<file path="src/rtl/bru_pkg.sv">
// rtl/bru_pkg.sv - shared types and helpers for the branch resolve unit
package bru_pkg;

  // Resolution FSM states
  typedef enum logic {
    ST_RUN   = 1'b0,
    ST_FLUSH = 1'b1
  } bru_state_e;

  // One in-flight predicted branch
  typedef struct packed {
    logic [31:0] pc;
    logic        taken;
    logic [31:0] target;
  } bru_entry_t;

  // Fall-through distance for a not-taken branch
  localparam logic [31:0] PC_STEP = 32'd4;

  // A branch is mispredicted if the direction differs, or both say taken
  // but the targets disagree
  function automatic logic is_mispredict(input bru_entry_t  e,
                                         input logic        act_taken,
                                         input logic [31:0] act_target);
    logic dir_miss;
    logic tgt_miss;
    dir_miss = (e.taken != act_taken);
    tgt_miss = e.taken && act_taken && (e.target != act_target);
    return dir_miss || tgt_miss;
  endfunction

endpackage

</file>
<file path="src/rtl/bru_fifo.sv">
// rtl/bru_fifo.sv - in-order queue of in-flight predicted branches
module bru_fifo
  import bru_pkg::*;
#(
  parameter int DEPTH = 4
) (
  input  logic                       clk,
  input  logic                       rst,
  input  logic                       push,
  input  bru_entry_t                 push_data,
  input  logic                       pop,
  input  logic                       clear,
  output bru_entry_t                 head,
  output logic [$clog2(DEPTH):0]     count,
  output logic                       full,
  output logic                       empty
);

  localparam int PTR_W = $clog2(DEPTH);
  localparam int CNT_W = PTR_W + 1;

  bru_entry_t       mem [DEPTH];
  logic [PTR_W-1:0] wr_ptr;
  logic [PTR_W-1:0] rd_ptr;
  logic [CNT_W-1:0] cnt_q;

  // Storage write; a push in the same edge as clear is a younger branch and is dropped
  always_ff @(posedge clk) begin
    if (push && !clear && !rst) begin
      mem[wr_ptr] <= push_data;
    end
  end

  // Pointers and occupancy; clear empties the queue regardless of push/pop
  always_ff @(posedge clk) begin
    if (rst || clear) begin
      wr_ptr <= '0;
      rd_ptr <= '0;
      cnt_q  <= '0;
    end else begin
      if (push) wr_ptr <= wr_ptr + 1'b1;
      if (pop)  rd_ptr <= rd_ptr + 1'b1;
      case ({push, pop})
        2'b10:   cnt_q <= cnt_q + 1'b1;
        2'b01:   cnt_q <= cnt_q - 1'b1;
        default: cnt_q <= cnt_q;
      endcase
    end
  end

  assign head  = mem[rd_ptr];
  assign count = cnt_q;
  assign full  = (cnt_q == CNT_W'(DEPTH));
  assign empty = (cnt_q == '0);

endmodule

</file>
<file path="src/rtl/branch_resolve_unit.sv">
// rtl/branch_resolve_unit.sv - resolves predicted branches, trains predictor, redirects fetch
module branch_resolve_unit
  import bru_pkg::*;
#(
  parameter int DEPTH        = 4,
  parameter int FLUSH_CYCLES = 2
) (
  input  logic        clk,
  input  logic        rst,
  input  logic        pred_valid,
  input  logic [31:0] pred_pc,
  input  logic        pred_taken,
  input  logic [31:0] pred_target,
  output logic        pred_ready,
  input  logic        res_valid,
  input  logic        res_taken,
  input  logic [31:0] res_target,
  output logic        update_en,
  output logic [31:0] update_pc,
  output logic        actual_taken,
  output logic        redirect_valid,
  output logic [31:0] redirect_pc,
  output logic        flush,
  output logic [31:0] branch_cnt,
  output logic [31:0] mispred_cnt
);

  localparam int FC_W = (FLUSH_CYCLES > 1) ? $clog2(FLUSH_CYCLES) : 1;

  bru_state_e             state_q, state_d;
  logic [FC_W-1:0]        fcnt_q, fcnt_d;

  bru_entry_t             push_entry;
  bru_entry_t             head;
  logic [$clog2(DEPTH):0] q_count;
  logic                   q_full;
  logic                   q_empty;

  logic                   do_push;
  logic                   do_pop;
  logic                   mispred;
  logic                   do_clear;

  // pred_ready looks at the pre-pop occupancy so it never depends on res_valid
  assign pred_ready = (state_q == ST_RUN) && !q_full;
  assign do_push    = pred_valid && pred_ready;
  assign do_pop     = res_valid && (state_q == ST_RUN) && !q_empty;
  assign mispred    = is_mispredict(head, res_taken, res_target);
  assign do_clear   = do_pop && mispred;

  assign push_entry.pc     = pred_pc;
  assign push_entry.taken  = pred_taken;
  assign push_entry.target = pred_target;

  bru_fifo #(
    .DEPTH(DEPTH)
  ) u_fifo (
    .clk       (clk),
    .rst       (rst),
    .push      (do_push),
    .push_data (push_entry),
    .pop       (do_pop),
    .clear     (do_clear),
    .head      (head),
    .count     (q_count),
    .full      (q_full),
    .empty     (q_empty)
  );

  // FSM state and flush-length counter
  always_ff @(posedge clk) begin
    if (rst) begin
      state_q <= ST_RUN;
      fcnt_q  <= '0;
    end else begin
      state_q <= state_d;
      fcnt_q  <= fcnt_d;
    end
  end

  // Next state: a mispredict pop enters FLUSH, which lasts FLUSH_CYCLES cycles
  always_comb begin
    state_d = state_q;
    fcnt_d  = fcnt_q;
    case (state_q)
      ST_RUN: begin
        if (do_clear) begin
          state_d = ST_FLUSH;
          fcnt_d  = FC_W'(FLUSH_CYCLES - 1);
        end
      end
      ST_FLUSH: begin
        if (fcnt_q == '0) begin
          state_d = ST_RUN;
        end else begin
          fcnt_d = fcnt_q - 1'b1;
        end
      end
      default: state_d = ST_RUN;
    endcase
  end

  assign flush = (state_q == ST_FLUSH);

  // Training, redirect strobes and statistics, one cycle after the pop
  always_ff @(posedge clk) begin
    if (rst) begin
      update_en      <= 1'b0;
      update_pc      <= '0;
      actual_taken   <= 1'b0;
      redirect_valid <= 1'b0;
      redirect_pc    <= '0;
      branch_cnt     <= '0;
      mispred_cnt    <= '0;
    end else begin
      update_en      <= do_pop;
      redirect_valid <= do_clear;
      if (do_pop) begin
        update_pc    <= head.pc;
        actual_taken <= res_taken;
        branch_cnt   <= branch_cnt + 32'd1;
      end
      if (do_clear) begin
        redirect_pc <= res_taken ? res_target : (head.pc + PC_STEP);
        mispred_cnt <= mispred_cnt + 32'd1;
      end
    end
  end

  logic unused_ok;
  assign unused_ok = &{1'b0, q_count};

endmodule

</file>
<file path="config.mk">
export PLATFORM = sky130hd
export DESIGN_NAME = branch_resolve_unit
export DESIGN_NICKNAME = d
export VERILOG_FILES = /design/src/rtl/bru_pkg.sv /design/src/rtl/bru_fifo.sv /design/src/rtl/branch_resolve_unit.sv
export SDC_FILE = /design/constraint.sdc
export NUM_CORES = 1
export LEC_CHECK = 0
export BUFFER_PORTS_ARGS = -buffer_cell sky130_fd_sc_hd__buf_4
export CORE_ASPECT_RATIO = 1.75
export CORE_MARGIN = 3
export CORE_UTILIZATION = 62
export CTS_CLUSTER_DIAMETER = 200
export CTS_CLUSTER_SIZE = 28
export DETAILED_ROUTE_END_ITERATION = 10
export GPL_ROUTABILITY_DRIVEN = 0
export MAX_ROUTING_LAYER = met4
export PLACE_DENSITY = 0.85
export SYNTH_ARGS = -nofsm -noshare
export SYNTH_HDL_FRONTEND = slang
export SYNTH_HIERARCHICAL = 1
export SYNTH_SLANG_ARGS = --single-unit
export TNS_END_PERCENT = 1
</file>
<file path="constraint.sdc">
create_clock -name clk -period 11.7 [get_ports clk]
set_input_delay 0.585 -clock clk [delete_from_list [all_inputs] [get_ports clk]]
set_output_delay 0.585 -clock clk [all_outputs]
set_load 0.02 [all_outputs]
</file>
# After elaboration in Yosys (flattened, before gate mapping)
# Memory sizes are Yosys's and may differ from the RTL's. A register that Yosys moved wholly into a read port is not among the register bits.
# Cells that the tools add are included.
[word_totals]
ff_bits = 140
ramBits = 260
output_inout_bits = 133
n_memories = 1
[mem_list]
columns = ["memory", "depth", "width", "rd", "rd_ports_with_merged_regs", "wr", "line_no", "source"]
rows = [
  ["u_fifo.mem", 4, 65, 1, 1, 1, "bru_fifo.sv:22", "bru_entry_t mem [DEPTH];"],
]
[classes]
n_addsub = 8
n_eq_ne = 6
mux = 12
n_bitwise = 1
reduce_logical = 17
[ops]
columns = ["op", "count"]
rows = [
  ["adder 32 x 1 -> 32 bit (second input constant)", 2],
  ["adder 32 x 3 -> 32 bit (second input constant)", 1],
  ["two-way mux 32 bit", 1],
  ["!= test 32 bit", 1],
  ["logical AND 1 bit", 9],
  ["two-way mux 1 bit", 6],
  ["case mux 3 bit (2 select lines)", 1],
  ["adder 2 x 1 -> 2 bit (second input constant)", 2],
  ["zero test 1 bit", 4],
  ["two-way mux 2 bit", 2],
  ["case mux 1 bit (2 select lines)", 2],
  ["adder 3 x 1 -> 3 bit (second input constant)", 1],
  ["== test 3 bit (second input constant)", 1],
  ["zero test 3 bit", 1],
  ["subtractor 3 x 1 -> 3 bit (second input constant)", 1],
  ["== test 2 x 1 -> 1 bit (second input constant)", 1],
  ["== test 2 bit (second input constant)", 1],
  ["logical OR 1 bit", 2],
  ["!= test 2 x 1 -> 1 bit (second input constant)", 1],
  ["nonzero test 2 bit", 1],
  ["!= test 1 bit", 1],
  ["NOT 1 bit", 1],
  ["subtractor 1 bit (second input constant)", 1],
]

# Depth between registers and ports, before layout
[logic_depth]
word_depth = 9
depth_mapped = 13
depth_no_buf = 11

# Hierarchy
# The synthesis kept the hierarchy.
[by_module_without_submodules]
columns = ["module", "n_inst", "cells_each", "area_per_inst_um2"]
rows = [
  ["bru_fifo", 1, 388, 9868.2],
  ["branch_resolve_unit", 1, 864, 7019.2],
]

# Worst setup path after synthesis
# OpenSTA, ideal clock, no wires.
[synth_timing]
kind = "register -> register"
startpoint = "reg (tool-made name)"
endpoint = "mem u_fifo/mem[0][0] in the netlist's numbering (enable)"
t_arrival_ps = 4196
required_ps = 11270
path_slack_ps = 7073
path_stages_with_launch = 13
n_path_buf = 3
cell_sequence = "dfxtp_1 buf_6 buf_12 mux4_2 xnor2_1 nand4_1 nor4_2 a21oi_2 nor2_4 inv_1 buf_2 nor2_1 and3_1"
[synth_lines]
columns = ["item", "line_no"]
rows = [
  ["to (decl)", "bru_fifo.sv:22"],
]

==> flow_summary.ini <==
[hold_path]
hp-class = in2reg

[clock_tree]
post_cts_buffers = 0
cts-root-buf = clkbuf_16
htreeDepth = 1
ctsLongestPathBuffers = 3
numClockSinks = 402
cts_resized = 0
postCtsHoldBufs = 0
cts_tree = done
worstSkewPairLatency_ns = 0.54
cts_buffers = 18
cts.reportedPaths.clkPinSlew_ns = 0.11

[synth]
synthesis.nets = 1364
yosysMostFrequentCell = edfxtp_1
synth_edf_count = 260
netlist.area_leader.share = 0.462
seq_area_frac_synth = 0.631
syn-cell-area_um2 = 16900
ys_ff_latch = 402
ys_top_cells_by_count = edfxtp_1, dfxtp_1, nand2_1, nor2_1, a21oi_1
synth_cell_types = 55
yosysTopAreaCell = edfxtp_1
ys_async_sr_fraction = 0
yosysWarnings = 6
synth_ff_type = edfxtp_1
synth_area_leaders = edfxtp_1, dfxtp_1, mux4_2
syn_avg_cell_area_um2 = 13.5
synthCells = 1252

[finish]
layout-drive-gt1-share = 0.246
finalInstanceArea_um2 = 19300
nFillCells = 1765
areaGrowthSynthToFinish_pct = 14.1
nets = 1560
fin_util = 0.722
final_cells = 1789

[floorplanning]
io_pins = 235
initial_core_util = 0.633
die_height_um = 224
dieArea_um2 = 29300
core_um2 = 26700
fp-row-count = 79
die_width_um = 131

[place]
place_inst = 1752
port_buffers = 234
place_ws_ns = 6.49
placed_area_um2 = 18700
dp_hpwl_mm = 28.5

[worst_setup_path]
rrSetupSlack_ns = 6.44
worstSetupPathType = reg2reg
cp_top_family = buffers and inverters
crit_chain = buf_4 -> mux4_2 -> xnor2_1 -> nand4_1 -> nor4_2 -> a21oi_2 -> buf_4 -> nor2_4 -> inv_1 -> nor2_1 -> and3_2 -> buf_4
cp_data_arrival_time_ns = 5.40
worstPathBufferInverterCount = 4
end_kind = flop
cpMaxStageDelayCell = dfxtp_4
critical_path.max_fanout = 65
cp-start-kind = flop
cp.required_ns = 11.84
cpPeakStageDelay_ns = 0.78
cp_common_cell = buf_4

[route]
drt-initial-drc-count = 918
wl_per_cell_um = 23.3
via_count = 11200
routed_wl_mm = 41.6
firstDrtPassIters = 5
viasPerCell = 6.24
ant_nets = 0
drc = 0

[sta]
max_freq_mhz = 190
setup_viol = 0
worst_hold_slack_ns = 0.240
tns_ns = 0
worstMarginPinSlew_ns = 1.08
finClkSkew_ns = 0.0307
final_hold_viol_count = 0
slew_headroom = 0.283
layout_min_cycle_time_ns = 5.26
fin_crit_sh = 0.450
slew_viol_final = 0
rsz0062_at_grt = false
setup_ws_ns = 6.44

[global_route]
gr-total-overflow = 0
antenna_found_initial = 5
track_usage = 0.289
grt_pass1_vias = 10800
grt_pass1_wl_mm = 62.2
grt_max_degree = 103

[power_and_ir_drop]
vdd_ir_drop_max_uv = 158
p_leak_nw = 6.86
total_power_mw = 3.58
cellPowerDensity_nw_per_um2 = 186

[status]
status = finished clean

[flow_run]
drv_cap = 0
-- sequential cells by signal, summed over array words and instances, names as in the netlist, named ones only --
name / cells
redirect_valid: 1
u_fifo/rd_ptr: 2
flush: 1
u_fifo/count: 3
update_en: 1
branch_cnt: 32
u_fifo/wr_ptr: 2
fcnt_q: 1
mispred_cnt: 32
redirect_pc: 32
actual_taken: 1
update_pc: 32
u_fifo/mem: 260
-- placed cells by master (no fill, tap or decap), types with 10 or more instances in the layout --
| cell | instances |
|---|---|
| nor2b_1 | 30 |
| edfxtp_1 | 260 |
| nor2_1 | 91 |
| inv_1 | 17 |
| mux2_2 | 10 |
| nand3_1 | 51 |
| and3_1 | 23 |
| nand2b_1 | 14 |
| and4_1 | 13 |
| clkbuf_16 | 19 |
| dfxtp_1 | 140 |
| nor3_1 | 10 |
| a21oi_1 | 87 |
| clkbuf_1 | 12 |
| xor2_1 | 42 |
| mux4_2 | 65 |
| nand2_1 | 105 |
| xnor2_1 | 47 |
| mux2_1 | 20 |
| o21ai_0 | 33 |
| nand4_1 | 32 |
| buf_4 | 246 |
-- worst paths after layout --
check / startpoint / cells after the start / endpoint
worst max-delay path: flop / 12 / u_fifo/mem[3][50]
worst min-delay path: pred_target[18] / 1 / u_fifo/mem[3][18]
worst max register to register: flop / 12 / u_fifo/mem[3][50]
worst min register to register: update_pc[7] / 2 / update_pc[7]
-- kinds of logic (layout without fill, tap and decap cells) --
| logic type | count (synthesis) | count (layout) | share of synthesized area |
|---|---|---|---|
| AO/OA/AOI/OAI | 154 | 154 | 0.0508 |
| XOR/XNOR | 89 | 89 | 0.0462 |
| adder cells (fa/ha/maj) | 10 | 10 | 0.00785 |
| buffers and inverters | 89 | 297 | 0.0301 |
| flip-flops | 402 | 402 | 0.631 |
| multiplexers | 104 | 104 | 0.112 |
| other | 0 | 5 | 0 |
| AND/OR/NAND/NOR | 404 | 404 | 0.122 |
-- worst register-to-register path, delay by kind of cell, from the launching register on --
kind / cells / cell delay (ns)
xor+xnor: 1 / 0.17
mux: 1 / 0.65
flops: 1 / 0.78
buf+inv: 4 / 1.76
compound gates: 1 / 0.10
simple gates: 5 / 1.33
-- routing by layer --
| metal | GRT usage | up-vias | share of wire |
|---|---|---|---|
| met4 | 0.130 | 0 | 0.049 |
| li1 | - | 5016 | - |
| met3 | 0.0373 | 92 | 0.081 |
| met5 | - | - | 0 |
| met1 | 0.351 | 5495 | 0.35 |
| met2 | 0.483 | 552 | 0.52 |
-- power by group --
group	total (mW)	switching, mW	internal [mW]
registers	1.78	0.102	1.68
logic	1.07	0.640	0.429
clock network	0.729	0.416	0.313
total	3.58	1.16	2.42
-- area by class of cell --
cell class / instances / area, um2 / area share
clock inverters: 1 / 20.0 / 0.00104
flip-flops and latches: 402 / 10700 / 0.553
well taps: 324 / 405 / 0.0210
clock buffers: 31 / 520 / 0.0270
inverters: 19 / 71.3 / 0.00370
diodes: 5 / 12.5 / 0.000649
repair buffers: 246 / 1850 / 0.0959
multi-input cells: 761 / 5730 / 0.298
No activity file was read; power rests on OpenSTA's default activity.
